`config.mk`:
```
export PLATFORM = sky130hd
export DESIGN_NAME = sdram_arbit
export DESIGN_NICKNAME = d
export VERILOG_FILES = /design/src/rtl/sdram_pkg.sv /design/src/rtl/sdram_arbit.sv
export SDC_FILE = /design/constraint.sdc
export NUM_CORES = 1
export LEC_CHECK = 0
export BUFFER_PORTS_ARGS = -buffer_cell sky130_fd_sc_hd__buf_2
export CORE_MARGIN = 4
export CORE_UTILIZATION = 49
export DETAILED_ROUTE_END_ITERATION = 10
export HOLD_SLACK_MARGIN = 0.15
export PLACE_DENSITY = 0.85
export REMOVE_ABC_BUFFERS = 1
export SKIP_CTS_REPAIR_TIMING = 1
export SLEW_MARGIN = 25
export SYNTH_ARGS = -nofsm -noshare
export SYNTH_HDL_FRONTEND = slang
export SYNTH_SLANG_ARGS = --single-unit
```
`constraint.sdc`:
```
create_clock -name clk -period 2.6 [get_ports clk]
set_input_delay 0.52 -clock clk [delete_from_list [all_inputs] [get_ports clk]]
set_output_delay 0.52 -clock clk [all_outputs]
set_load 0.03 [all_outputs]
```
`src/rtl/sdram_pkg.sv`:
```
// sdram_pkg: shared SDRAM command constants and arbiter state encoding
// Used by the arbiter and by the init, refresh, read and write controllers.
package sdram_pkg;
    localparam int CMD_W = 18;
    localparam int TO_W  = 16;
    // {cs_n, ras_n, cas_n, we_n, ba[1:0], addr[11:0]}
    localparam logic [CMD_W-1:0] NOP_CMD  = 18'h1c000;
    localparam logic [CMD_W-1:0] PALL_CMD = 18'h08400;
    localparam logic [CMD_W-1:0] REF_CMD  = 18'h04000;
    localparam logic [CMD_W-1:0] MR_CMD   = 18'h00032;
    typedef enum logic [2:0] {
        INIT  = 3'd0,
        ARBIT = 3'd1,
        AREF  = 3'd2,
        WRITE = 3'd3,
        READ  = 3'd4
    } arb_state_t;
endpackage

```
`src/rtl/sdram_arbit.sv`:
```
// sdram_arbit: SDRAM command-bus arbiter (init hold-off, refresh > write/read alternation)
// Ports:
//   clk, rst                   clock, async active-high reset
//   init_end_flag, init_cmd    init sequencer done flag and its command
//   ref_/wr_/rd_ req,end,cmd   requester level request, done pulse, command
//   ref_en, wr_en, rd_en       registered grants
//   sdram_cmd                  command to the pins, muxed from the state register
//   timeout_err                sticky grant-timeout flag
//   arb_state                  FSM state for debug
module sdram_arbit
    import sdram_pkg::*;
#(
    parameter int GNT_TIMEOUT = 1023
) (
    input  logic             clk,
    input  logic             rst,
    input  logic             init_end_flag,
    input  logic [CMD_W-1:0] init_cmd,
    input  logic             ref_req,
    input  logic             ref_end,
    input  logic [CMD_W-1:0] ref_cmd,
    input  logic             wr_req,
    input  logic             wr_end,
    input  logic [CMD_W-1:0] wr_cmd,
    input  logic             rd_req,
    input  logic             rd_end,
    input  logic [CMD_W-1:0] rd_cmd,
    output logic             ref_en,
    output logic             wr_en,
    output logic             rd_en,
    output logic [CMD_W-1:0] sdram_cmd,
    output logic             timeout_err,
    output logic [2:0]       arb_state
);
    arb_state_t      r_state, w_next;
    logic            r_ref_en, r_wr_en, r_rd_en, r_err, r_last_wr;
    logic [TO_W-1:0] r_cnt;
    logic            w_end, w_to, w_grant;
    logic [CMD_W-1:0] w_cmd;

    always_comb begin
        w_next = r_state;
        w_end  = 1'b0;
        w_cmd  = NOP_CMD;
        case (r_state)
            INIT: begin
                w_cmd  = init_cmd;
                w_next = init_end_flag ? ARBIT : INIT;
            end
            // refresh first; on a write/read tie, alternate using last_wr
            ARBIT: w_next = ref_req ? AREF :
                            (wr_req && (!rd_req || !r_last_wr)) ? WRITE :
                            rd_req ? READ : ARBIT;
            AREF: begin
                w_cmd = ref_cmd;
                w_end = ref_end;
            end
            WRITE: begin
                w_cmd = wr_cmd;
                w_end = wr_end;
            end
            READ: begin
                w_cmd = rd_cmd;
                w_end = rd_end;
            end
            default: begin
                w_cmd  = init_cmd;
                w_next = INIT;
            end
        endcase
        w_grant = (r_state == AREF) || (r_state == WRITE) || (r_state == READ);
        // an end pulse in the timeout cycle wins, so no error is flagged
        w_to = w_grant && !w_end && (r_cnt == TO_W'(GNT_TIMEOUT - 1));
        if (w_grant && (w_end || w_to))
            w_next = ARBIT;
    end

    always_ff @(posedge clk or posedge rst) begin
        if (rst) begin
            r_state   <= INIT;
            r_ref_en  <= 1'b0;
            r_wr_en   <= 1'b0;
            r_rd_en   <= 1'b0;
            r_err     <= 1'b0;
            r_last_wr <= 1'b0;
            r_cnt     <= '0;
        end else begin
            r_state   <= w_next;
            r_ref_en  <= (w_next == AREF);
            r_wr_en   <= (w_next == WRITE);
            r_rd_en   <= (w_next == READ);
            r_err     <= r_err | w_to;
            r_last_wr <= (w_next == WRITE) ? 1'b1 : (w_next == READ) ? 1'b0 : r_last_wr;
            r_cnt     <= (w_grant && (w_next == r_state)) ? r_cnt + 1'b1 : '0;
        end
    end

    assign ref_en      = r_ref_en;
    assign wr_en       = r_wr_en;
    assign rd_en       = r_rd_en;
    assign timeout_err = r_err;
    assign sdram_cmd   = w_cmd;
    assign arb_state   = r_state;
endmodule

```
==> results.md, run 1 <==
- For this run, the leading register cell type out of synthesis is sky130_fd_sc_hd__dfrtp_1.
- The fraction of registers with async set or reset after synthesis is 100%.
- Measured along the x axis, the die boundary spans 72.2 microns.
- At the later pin of the worst-skew pair, clock insertion delay measures 260 ps.
- The run finished with clean final reports.
- The final net count is 428.
- The buffer type at the clock tree root is sky130_fd_sc_hd__clkbuf_8.
- The origin of the worst setup path is arb_state[1].
- Measured in cells, the most critical reg-to-reg path has a length of 7.
- The worst setup path is of the register to output port kind.
- The number of distinct library cells after synthesis is 39.
- The path class of the tightest hold or removal check is input pin to async pin.
- In the finished design, the share of the clock period the worst path needs comes to 94.2%.
- The global-route total usage across every layer is 21.5%.
- The number of antenna cells inserted is 0.
- Across all setup checks in the final design, the least slack found is 150 ps.
- Max-cap violations in this run came to 0.
- Detailed routing inserted a total of 2,220 vias.
- Once placement finished, the instance area stood at 0.00258 sq mm.
- The worst path needs 2450 ps of the cycle, external delays included.
- The number of antenna violations at the first check in global routing is 0.
- The number of synthesized register bits is 24.
- The setup TNS after final layout is 0 ps.
- The mean number of vias per cell is 5.63.
- Across the routed clock network, the largest skew measured is 5.59 ps.
- TritonCTS built the clock tree.
- For this configuration, the core starts out at a cell density of 50.5%.
- The number of violations reported at the end of detailed-routing iteration 0 is 151.
- The maximum achievable frequency is 408 MHz.
- The number of setup violations in the final report is 0.
- For the pin with the worst max-slew slack, the measured transition is 856 ps.
- The mapped cell area is 0.00202 sq mm.
- The maximum VDD drop is 0.000530 V.
- The data arrival time at the worst-slack endpoint is 1930 ps.
- The clock sink count is 24.
- Entering global routing, the biggest net connects 43 pins.
- The startpoint kind of the worst setup timing path is a register.
- For the worst setup path, the data required time is 2080 ps.
- For this run, design rule violations remaining after detail routing come to 0.
- The half-perimeter wire length after placement is 4540 microns.
- The number of warnings issued by yosys is 0.
- The worst setup path is captured at an output port.
- The number of slew-limit violations in the final report came to 0.
- The first-pass detailed-route iteration total is 4.
- The quantity of I/O buffers inserted on ports is 105.
- The final core utilization is 66.4%.
- The worst slew slack as a fraction of its limit is 42.9%.
- The final hold violation count is 0.
- The synthesized design contains 0 enable-type register cells.
- Summed over all layers, the global routing overflow is 0.
- The first global-routing pass estimated 9100 microns of wire.
- Measured along the y axis, the die boundary spans 72.2 microns.
- After detailed routing, the average wire length per cell comes to 14.9 microns.
- The number of global-route vias before repair is 2,103.
- The post-detailed-routing wire length is 5860 microns.
- The launch instance of the worst register-to-register path is r_cnt[0].
- The number of placed I/O pins is 106.
- The floorplan has 23 rows.
- Setup repair after global routing left no endpoint under its margin.
- The finished cells cover 0.00266 sq mm.
- The layout filler cell count is 344.
- The die area is 0.00521 sq mm.
- The post-placement worst setup slack is 439 ps.
- The core region is 0.00400 sq mm.
- In this run the power density over the cells is 965 mW/mm^2.
- The total CTS buffers is 3.
- Counting every instance in the synthesized netlist gives 248.
- The static leakage is 1.29 nW.
- The average footprint of a synthesized cell is 8.14 sq um.
- Routability-driven placement finished with a final weighted congestion of 0.868.
- After clock tree synthesis, the clock-pin slew on the worst setup and hold paths is 80 ps.
- The share of synthesized area occupied by flip-flops and latches is 29.7%.
- The remaining number of nets flagged by the antenna check after routing is 0.
- Counting along the longest clock path gives a buffer depth of 2.
- Of all nets on the critical path, the largest fanout is 12.
- Compared with the post-synthesis result, the final layout area differs by 31.5%.
- In this run the number of H-tree levels came out at 1.
- The post-route netlist has 38.1% of its cells at a drive strength greater than 1.
==> flip-flops by register name (all words and copies together) (netlist names) <==
signal and flops:
r_last_wr 1, wr_en 1, ref_en 1, rd_en 1, timeout_err 1, r_cnt 16, arb_state 3
==> cells in the mapped netlist, types with 2 or more instances <==
library cell,count,area (sq um)
sky130_fd_sc_hd__nor2_1,38,143
sky130_fd_sc_hd__dfrtp_1,24,601
sky130_fd_sc_hd__o21ai_0,19,95.1
sky130_fd_sc_hd__a21oi_1,18,90.1
sky130_fd_sc_hd__a22o_1,15,131
sky130_fd_sc_hd__a22oi_1,15,113
sky130_fd_sc_hd__mux2i_1,15,150
sky130_fd_sc_hd__nand2_1,14,52.6
sky130_fd_sc_hd__clkbuf_1,13,48.8
sky130_fd_sc_hd__xor2_1,10,87.6
sky130_fd_sc_hd__nand3_1,7,35.0
sky130_fd_sc_hd__mux2_2,6,67.6
sky130_fd_sc_hd__nor3_1,6,30.0
sky130_fd_sc_hd__inv_1,5,18.8
sky130_fd_sc_hd__o22ai_1,5,31.3
sky130_fd_sc_hd__xnor2_1,4,35.0
sky130_fd_sc_hd__and3_1,3,18.8
sky130_fd_sc_hd__buf_2,3,15.0
sky130_fd_sc_hd__nor2b_1,3,18.8
sky130_fd_sc_hd__ha_1,2,25.0
sky130_fd_sc_hd__nand2b_1,2,12.5
sky130_fd_sc_hd__nand4_1,2,12.5
sky130_fd_sc_hd__nor3_2,2,20.0
sky130_fd_sc_hd__nor4bb_1,2,20.0
==> kinds of logic after synthesis <==
kind of cell             share of synthesized area [%]
AO/OA/AOI/OAI                                     25.2
multiplexers                                      10.8
AND/OR/NAND/NOR                                   21.7
adder cells (fa/ha/maj)                           1.24
buffers and inverters                             5.20
XOR/XNOR                                          6.07
flip-flops                                        29.7
==> layer usage <==
layer,track usage (%),vias up,share of wire [%]
li1,-,1092,-
met1,25.8,1030,40
met2,37.7,82,49
met3,3.19,16,8.0
met4,9.39,0,3.0
met5,0,-,0
==> power breakdown <==
| part | internal (mW) | switching [mW] | leakage [nW] |
|---|---|---|---|
| Clock | 0.206 | 0.113 | 0.0357 |
| Combinational | 0.617 | 1.16 | 0.934 |
| Sequential | 0.426 | 0.0420 | 0.321 |
==> path summary, 6_finish.rpt <==
check / end / slack [ps]
min in group clk: timeout_err / 500
hold reg to reg: timeout_err / 500
setup / recovery: sdram_cmd[14] / 150
setup reg to reg: r_cnt[14] / 710
max in group asynchronous: arb_state[2] / 1600
hold / removal: r_cnt[4] / 420
==> cell usage in the layout, fill, tap and decap left out, types with 2 or more instances in the layout <==
cell and count:
sky130_fd_sc_hd__nor2_1 38, sky130_fd_sc_hd__nand4_1 2, sky130_fd_sc_hd__nor3_2 2, sky130_fd_sc_hd__ha_1 2, sky130_fd_sc_hd__buf_2 105, sky130_fd_sc_hd__nand3_1 7, sky130_fd_sc_hd__and3_1 3, sky130_fd_sc_hd__nand2_1 14
sky130_fd_sc_hd__clkbuf_8 3, sky130_fd_sc_hd__a22o_1 15, sky130_fd_sc_hd__nand2b_1 2, sky130_fd_sc_hd__xnor2_1 4, sky130_fd_sc_hd__nor2b_1 2, sky130_fd_sc_hd__dfrtp_1 23, sky130_fd_sc_hd__o22ai_1 5, sky130_fd_sc_hd__a22oi_1 15
sky130_fd_sc_hd__nor3_1 6, sky130_fd_sc_hd__inv_1 5, sky130_fd_sc_hd__mux2_2 6, sky130_fd_sc_hd__buf_4 5, sky130_fd_sc_hd__nor4bb_1 2, sky130_fd_sc_hd__o21ai_0 19, sky130_fd_sc_hd__mux2i_1 15, sky130_fd_sc_hd__xor2_1 10
sky130_fd_sc_hd__a21oi_1 18
==> cell type report <==
cell class              instances  area [sq um]  area share [%]
well taps                      50          62.6            2.36
repair buffers                111           583            22.0
clock inverters                 1          30.0            1.13
flip-flops and latches         24           602            22.7
multi-input cells             200          1320            49.6
clock buffers                   3          41.3            1.56
inverters                       5          18.8           0.707
==> stage by stage <==
stage          hold WS (ps)  total power, mW  std cells
3_3_place_gp            481             2.22        390
4_1_cts                 442             2.58        394
5_1_grt                 504             2.76        394
6_report                417             2.56        394
3_5_place_dp            488             2.25        390
2_1_floorplan           475             1.71        229
==> worst max-delay path, cell delays in order, from the launching register on <==
cell and delay (ps):
sky130_fd_sc_hd__dfrtp_1 390, sky130_fd_sc_hd__buf_4 180, sky130_fd_sc_hd__nor2_1 370, sky130_fd_sc_hd__mux2_2 390, sky130_fd_sc_hd__nand2_1 60, sky130_fd_sc_hd__o21ai_0 80
sky130_fd_sc_hd__buf_2 190
No activity file was read; power rests on OpenSTA's default activity.
==> run 2, diff against run 1 <==
--- a/config.mk
+++ b/config.mk
@@ -7,10 +7,11 @@
 export LEC_CHECK = 0
 export BUFFER_PORTS_ARGS = -buffer_cell sky130_fd_sc_hd__buf_2
 export CORE_MARGIN = 4
-export CORE_UTILIZATION = 49
+export CORE_UTILIZATION = 50
+export CTS_BUF_LIST = sky130_fd_sc_hd__clkbuf_4 sky130_fd_sc_hd__clkbuf_8
 export DETAILED_ROUTE_END_ITERATION = 10
 export HOLD_SLACK_MARGIN = 0.15
-export PLACE_DENSITY = 0.85
+export PLACE_DENSITY = 0.87
 export REMOVE_ABC_BUFFERS = 1
 export SKIP_CTS_REPAIR_TIMING = 1
 export SLEW_MARGIN = 25
==> results.md, run 2 (synthesis results as in run 1) <==
- The run finished with clean final reports.
- The actual slew at the worst max-slew pin is 843 ps.
- The static leakage is 1.29 nW.
- Setup repair after global routing left no endpoint under its margin.
- The number of global-route vias before repair is 2,075.
- The fraction of power consumed by sequential logic is 18.3%.
- For this block, the initial DRC count from the detailed router was 147.
- The area growth from synthesis to layout is 31.0%.
- For this run, the top clock speed supported by timing is 426 MHz.
- The filler-free cell count of the finished design is 393.
- The number of antenna cells inserted is 0.
- Across the VDD grid, the largest voltage drop is 0.000527 V.
- The analysis attributes to net switching a power of 1.32 mW.
- The number of antenna violations at the first check in global routing is 0.
- In this run, the combinational gates consume 69.1% of the power.
- Dividing the final minimum period by the clock period gives 90.2%.
- The first global-routing pass estimated 9630 microns of wire.
- The remaining number of nets flagged by the antenna check after routing is 0.
- Setup violations remaining at the end of the flow were counted as 0.
- The setup TNS after final layout is 0 ps.
- The first-pass detailed-route iteration total is 4.
- In this run, placement finished with an instance count of 389.
- The core region is 0.00377 sq mm.
- The final hold violation count came to 0.
- The starting density of the core is 53.6%.
- The buffer type at the clock tree root is sky130_fd_sc_hd__clkbuf_8.
- The remaining global-route overflow is 0.
- For this design the ratio of total power to cell area is 966 mW/mm^2.
- The maximum count of clock buffers along a single path is 2.
- The clock sink count is 24.
- The setup path with the least slack is of type register to output port.
- STA puts the critical path data required time at 2080 ps.
- The count of vias placed by the detailed router is 2,275.
- The number of slew-limit violations in the final report was 0.
- Summed over all nets, the half-perimeter wirelength after detailed placement is 4700 microns.
- The total CTS buffers is 3.
- The register with the most flip-flops in the layout has 16 of them.
- Global routing used 22.5% of the available tracks.
- The number of core rows is 22.
- The share of cells above drive strength 1 is 38.0%.
- The most common library cell in the layout ignoring fill and taps is sky130_fd_sc_hd__buf_2.
- In the layout the commonest cells are sky130_fd_sc_hd__buf_2, sky130_fd_sc_hd__nor2_1, sky130_fd_sc_hd__dfrtp_1.
- The mean number of vias per cell is 5.79.
- CTS built an H-tree with a depth of 1.
- Input and output buffers added on the ports amount to 105.
- Net switching is 51.6% of the power.
- The clock network latency to the later pin of the worst-skew pair is 270 ps.
- At the end of the flow the core is filled with cells to 70.2%.
- Dividing the detail-routed wire length by the instance count gives 15.6 microns.
- For this run, design rule violations remaining after detail routing come to 0.
- The width of the chip is 71.6 microns.
- The clock slew at the register clock pins of the worst setup and hold paths is 80 ps.
- The count of cells along the worst register-to-register path is 7.
- In this run the worst path has a maximum fanout of 21.
- The setup skew after layout is 4.42 ps.
- The type of the most critical hold path is input pin to async pin.
- Headroom to the max-slew limit came out at 43.8%.
- The vertical die dimension is 71.6 microns.
- The largest register by flop count is r_cnt.
- Across the run, the number of max-cap violations was 0.
- The endpoint class of the critical path is an output port.
- The data arrival time at the worst-slack endpoint is 1830 ps.
- Of the total power, the clock network draws 12.5%.
- The net count of the finished layout is 429.
- STA classifies the critical path startpoint as a register.
- The internal power of the cells totals 1.24 mW.
- The TritonCTS clock tree is yes.
- The shortest period the worst path allows is 2350 ps.
- The final total power is 2.56 mW.
- The final estimated routing congestion in global placement is 0.878.
- The post-detailed-routing wire length is 6130 microns.
- The number of placed I/O pins is 106.
- The die area is 0.00512 sq mm.
- The largest net degree at the start of global routing is 43.
run 2: cell types whose count changed in the layout (fill, tap and decap cells not counted):
cell / delta
sky130_fd_sc_hd__buf_12: -1
sky130_fd_sc_hd__and2_1: +1
sky130_fd_sc_hd__and2_2: -1
sky130_fd_sc_hd__buf_4: +2
run 2: per-layer routing:
layer / up-vias / share of wire, % / GRT usage, %
met5: - / 0 / 0
met2: 100 / 51 / 39.0
met4: 0 / 1.5 / 6.26
met3: 13 / 7.1 / 1.82
met1: 1067 / 41 / 30.1
li1: 1095 / - / -
run 2: critical path: stages (launching register included):
cell and delay [ps]:
sky130_fd_sc_hd__dfrtp_1 390, sky130_fd_sc_hd__buf_4 170, sky130_fd_sc_hd__nor2b_2 160, sky130_fd_sc_hd__buf_4 200, sky130_fd_sc_hd__a22o_1 190, sky130_fd_sc_hd__a22oi_1 130, sky130_fd_sc_hd__o21ai_0 120, sky130_fd_sc_hd__buf_2 200
run 2: per-stage QoR:
stage	hold WS [ps]	instance area (sq um)	setup WS, ps
final	411	2650	255
after global routing	503	2650	38.0
after CTS	440	2650	253
after detailed placement	490	2570	551
after global placement	481	2570	589
after floorplan	475	1930	-1140
run 2: power groups by stage:
stage	sequential [mW]	combinational (mW)	clock, mW
floorplan	0.651	1.06	0
detailed placement	0.474	1.76	0
global route	0.478	1.91	0.341
CTS	0.468	1.77	0.326
global placement	0.472	1.74	0
finish	0.469	1.77	0.320
run 2: worst paths after layout:
check | startpoint | end | slack, ps
min | rst | r_cnt[1] | 410
max in group asynchronous | rst | arb_state[2] | 1610
min in group clk | timeout_err | timeout_err | 500
max | arb_state[1] | sdram_cmd[12] | 250
min reg2reg | timeout_err | timeout_err | 500
max reg2reg | r_cnt[0] | r_cnt[14] | 590
run 2: layout make-up:
cell class	count	area [sq um]
Sequential cell	24	602
Multi-Input combinational cell	200	1320
Timing Repair Buffer	112	578
Inverter	5	18.8
Fill cell	313	1120
Clock inverter	1	30.0
Tap cell	48	60.1
Clock buffer	3	41.3
==> run 3, diff against run 2 <==
--- a/config.mk
+++ b/config.mk
@@ -11,7 +11,7 @@
 export CTS_BUF_LIST = sky130_fd_sc_hd__clkbuf_4 sky130_fd_sc_hd__clkbuf_8
 export DETAILED_ROUTE_END_ITERATION = 10
 export HOLD_SLACK_MARGIN = 0.15
-export PLACE_DENSITY = 0.87
+export PLACE_DENSITY_LB_ADDON = 0.12
 export REMOVE_ABC_BUFFERS = 1
 export SKIP_CTS_REPAIR_TIMING = 1
 export SLEW_MARGIN = 25
==> results.md, run 3 (synthesis results as in run 1) <==
- The worst setup path is captured at an output port.
- The clock network is responsible for 12.6% of the overall power.
- TritonCTS created 3 clock buffers.
- The mean number of vias per cell is 5.61.
- The routed design could run at a clock period as short as 2390 ps.
- The final net count is 429.
- The required time at the endpoint of the critical path is 2080 ps.
- The clock network latency to the later pin of the worst-skew pair is 260 ps.
- The starting density of the core is 53.6%.
- Clock-pin slew was measured on the worst setup and hold paths at 80 ps.
- The root buffer cell chosen for the clock tree is sky130_fd_sc_hd__clkbuf_8.
- The TritonCTS clock tree is yes.
- The final hold violation count came to 0.
- The worst setup path is of the register to output port kind.
- The switching power share of the total is 51.4%.
- The post-route fraction of the period consumed by the critical path is 92.1%.
- The power dissipated by switching net loads is 1.29 mW.
- Summing over every cut layer, the via total after detailed routing is 2,203.
- CTS saw 24 sinks.
- The share of cells above drive strength 1 is 38.0%.
- For this design the ratio of total power to cell area is 952 mW/mm^2.
- The area growth from synthesis to final layout is 31.0%.
- STA puts the critical path data arrival time at 1870 ps.
- The detail-routed net length per standard cell is 14.3 microns.
- The quantity of I/O buffers inserted on ports is 105.
- IR analysis of the VDD net gives a maximum drop of 0.000531 V.
- The number of placed I/O pins is 106.
- The largest net degree at the start of global routing is 43.
- Hold is met by 279 ps.
- At the pin with the least slew margin, the transition time is 558 ps.
- The number of antenna violations at the first check in global routing is 0.
- The largest register by flop count is r_cnt.
- In this run the number of H-tree levels came out at 1.
- The number of global-route vias before repair is 2,130.
- STA classifies the critical path startpoint as a register.
- The max-cap violation count is 0.
- The remaining number of nets flagged by the antenna check after routing is 0.
- The number of core rows is 22.
- The number of antenna diodes in the final layout is 0.
- The min-delay analysis places its worst path in the category input pin to async pin.
- The worst pin sits at a relative slew slack of 62.8%.
- The relative contribution of combinational cells to total power is 68.5%.
- The flow ran to the end, and the final reports show no timing, DRC or antenna violations.
- In this run the vertical extent of the chip is 71.6 microns.
- The first-pass detailed-route iteration total is 5.
- For this run, design rule violations remaining after detail routing come to 0.
- The core region is 0.00377 sq mm.
- The maximum fanout along the worst path is 17.
- The width of the chip is 71.6 microns.
- The setup skew after layout is 2.65 ps.
- Leaving out fill and tap cells, the most frequent cell in the layout is sky130_fd_sc_hd__buf_2.
- The post-placement worst setup slack is 502 ps.
- Summed over all nets, the half-perimeter wirelength after detailed placement is 4300 microns.
- Setup repair after global routing left no endpoint under its margin.
- The global-route total usage across every layer is 21.9%.
- The share of total power dissipated in sequential elements is 18.9%.
- The post-detailed-routing wire length is 5620 microns.
- In this run, the number of DRC markers left after iteration 0 of detailed routing was 129.
- The maximum achievable frequency is 418 MHz.
- In the layout the commonest cells are sky130_fd_sc_hd__buf_2, sky130_fd_sc_hd__nor2_1, sky130_fd_sc_hd__dfrtp_1.
- The static leakage is 1.29 nW.
- The worst path setup slack after routing is 206 ps.
- The number of slew-limit violations in the final report is 0.
- The maximum count of clock buffers along a single path is 2.
- Setup violations remaining at the end of the flow were counted as 0.
- At the end of routability-driven placement, the weighted congestion stood at 0.880.
- Internal power comes to 1.22 mW.
- The first global-routing pass estimated 9470 microns of wire.
- The floorplan step defined a die boundary enclosing 0.00512 sq mm.
- The number of flip-flops under the largest register name is 16.
- After global routing the overflow that remains totals 0.
-- run 3: cell counts in the layout (fill, tap and decap cells not counted) --
No cell type changed its count.
-- run 3: final timing paths --
check,from,endpoint,slack (ps),cells past startpoint
min reg2reg,timeout_err,timeout_err,500,1
min,rst,r_cnt[14],280,3
min in group clk,timeout_err,timeout_err,500,1
max reg2reg,r_cnt[0],r_cnt[12],680,7
max in group asynchronous,rst,arb_state[2],2070,3
max,arb_state[2],sdram_cmd[12],210,4
-- run 3: area by class of cell --
type | count | area [sq um]
multi-input combinational | 200 | 1320
fill | 328 | 1120
clock inverter | 1 | 30.0
tap | 48 | 60.1
sequential | 24 | 602
inverter | 5 | 18.8
clock buffer | 3 | 41.3
timing repair buffer | 112 | 578
-- run 3: per-layer routing --
layer	vias to the layer above	track usage, %	share of wire, %
met5	-	0	0
met4	0	4.59	1.6
met3	10	4.21	7.7
met2	76	37.6	49
met1	1018	28.5	42
li1	1099	-	-
-- run 3: stage by stage --
stage | std cells | area, sq um | setup TNS, ps | util, % | power (mW)
floorplan | 229 | 1930 | -29000 | - | 1.71
global placement | 389 | 2570 | 0 | 68.3 | 2.21
detailed placement | 389 | 2570 | 0 | 68.3 | 2.22
CTS | 393 | 2650 | 0 | 70.2 | 2.54
global route | 393 | 2650 | 0 | 70.2 | 2.74
finish | 393 | 2650 | 0 | 70.2 | 2.52
-- run 3: critical path, stage by stage (launching register included) --
cell and delay [ps]:
sky130_fd_sc_hd__dfrtp_2 560, sky130_fd_sc_hd__and2_1 540, sky130_fd_sc_hd__a22oi_1 170, sky130_fd_sc_hd__o21ai_0 110, sky130_fd_sc_hd__buf_2 230
-- run 3: power by group through the flow --
stage,clock (mW),combinational (mW),sequential (mW)
6_report,0.318,1.73,0.476
5_1_grt,0.345,1.91,0.485
4_1_cts,0.325,1.74,0.477
3_5_place_dp,0,1.73,0.483
3_3_place_gp,0,1.73,0.482
2_1_floorplan,0,1.06,0.651
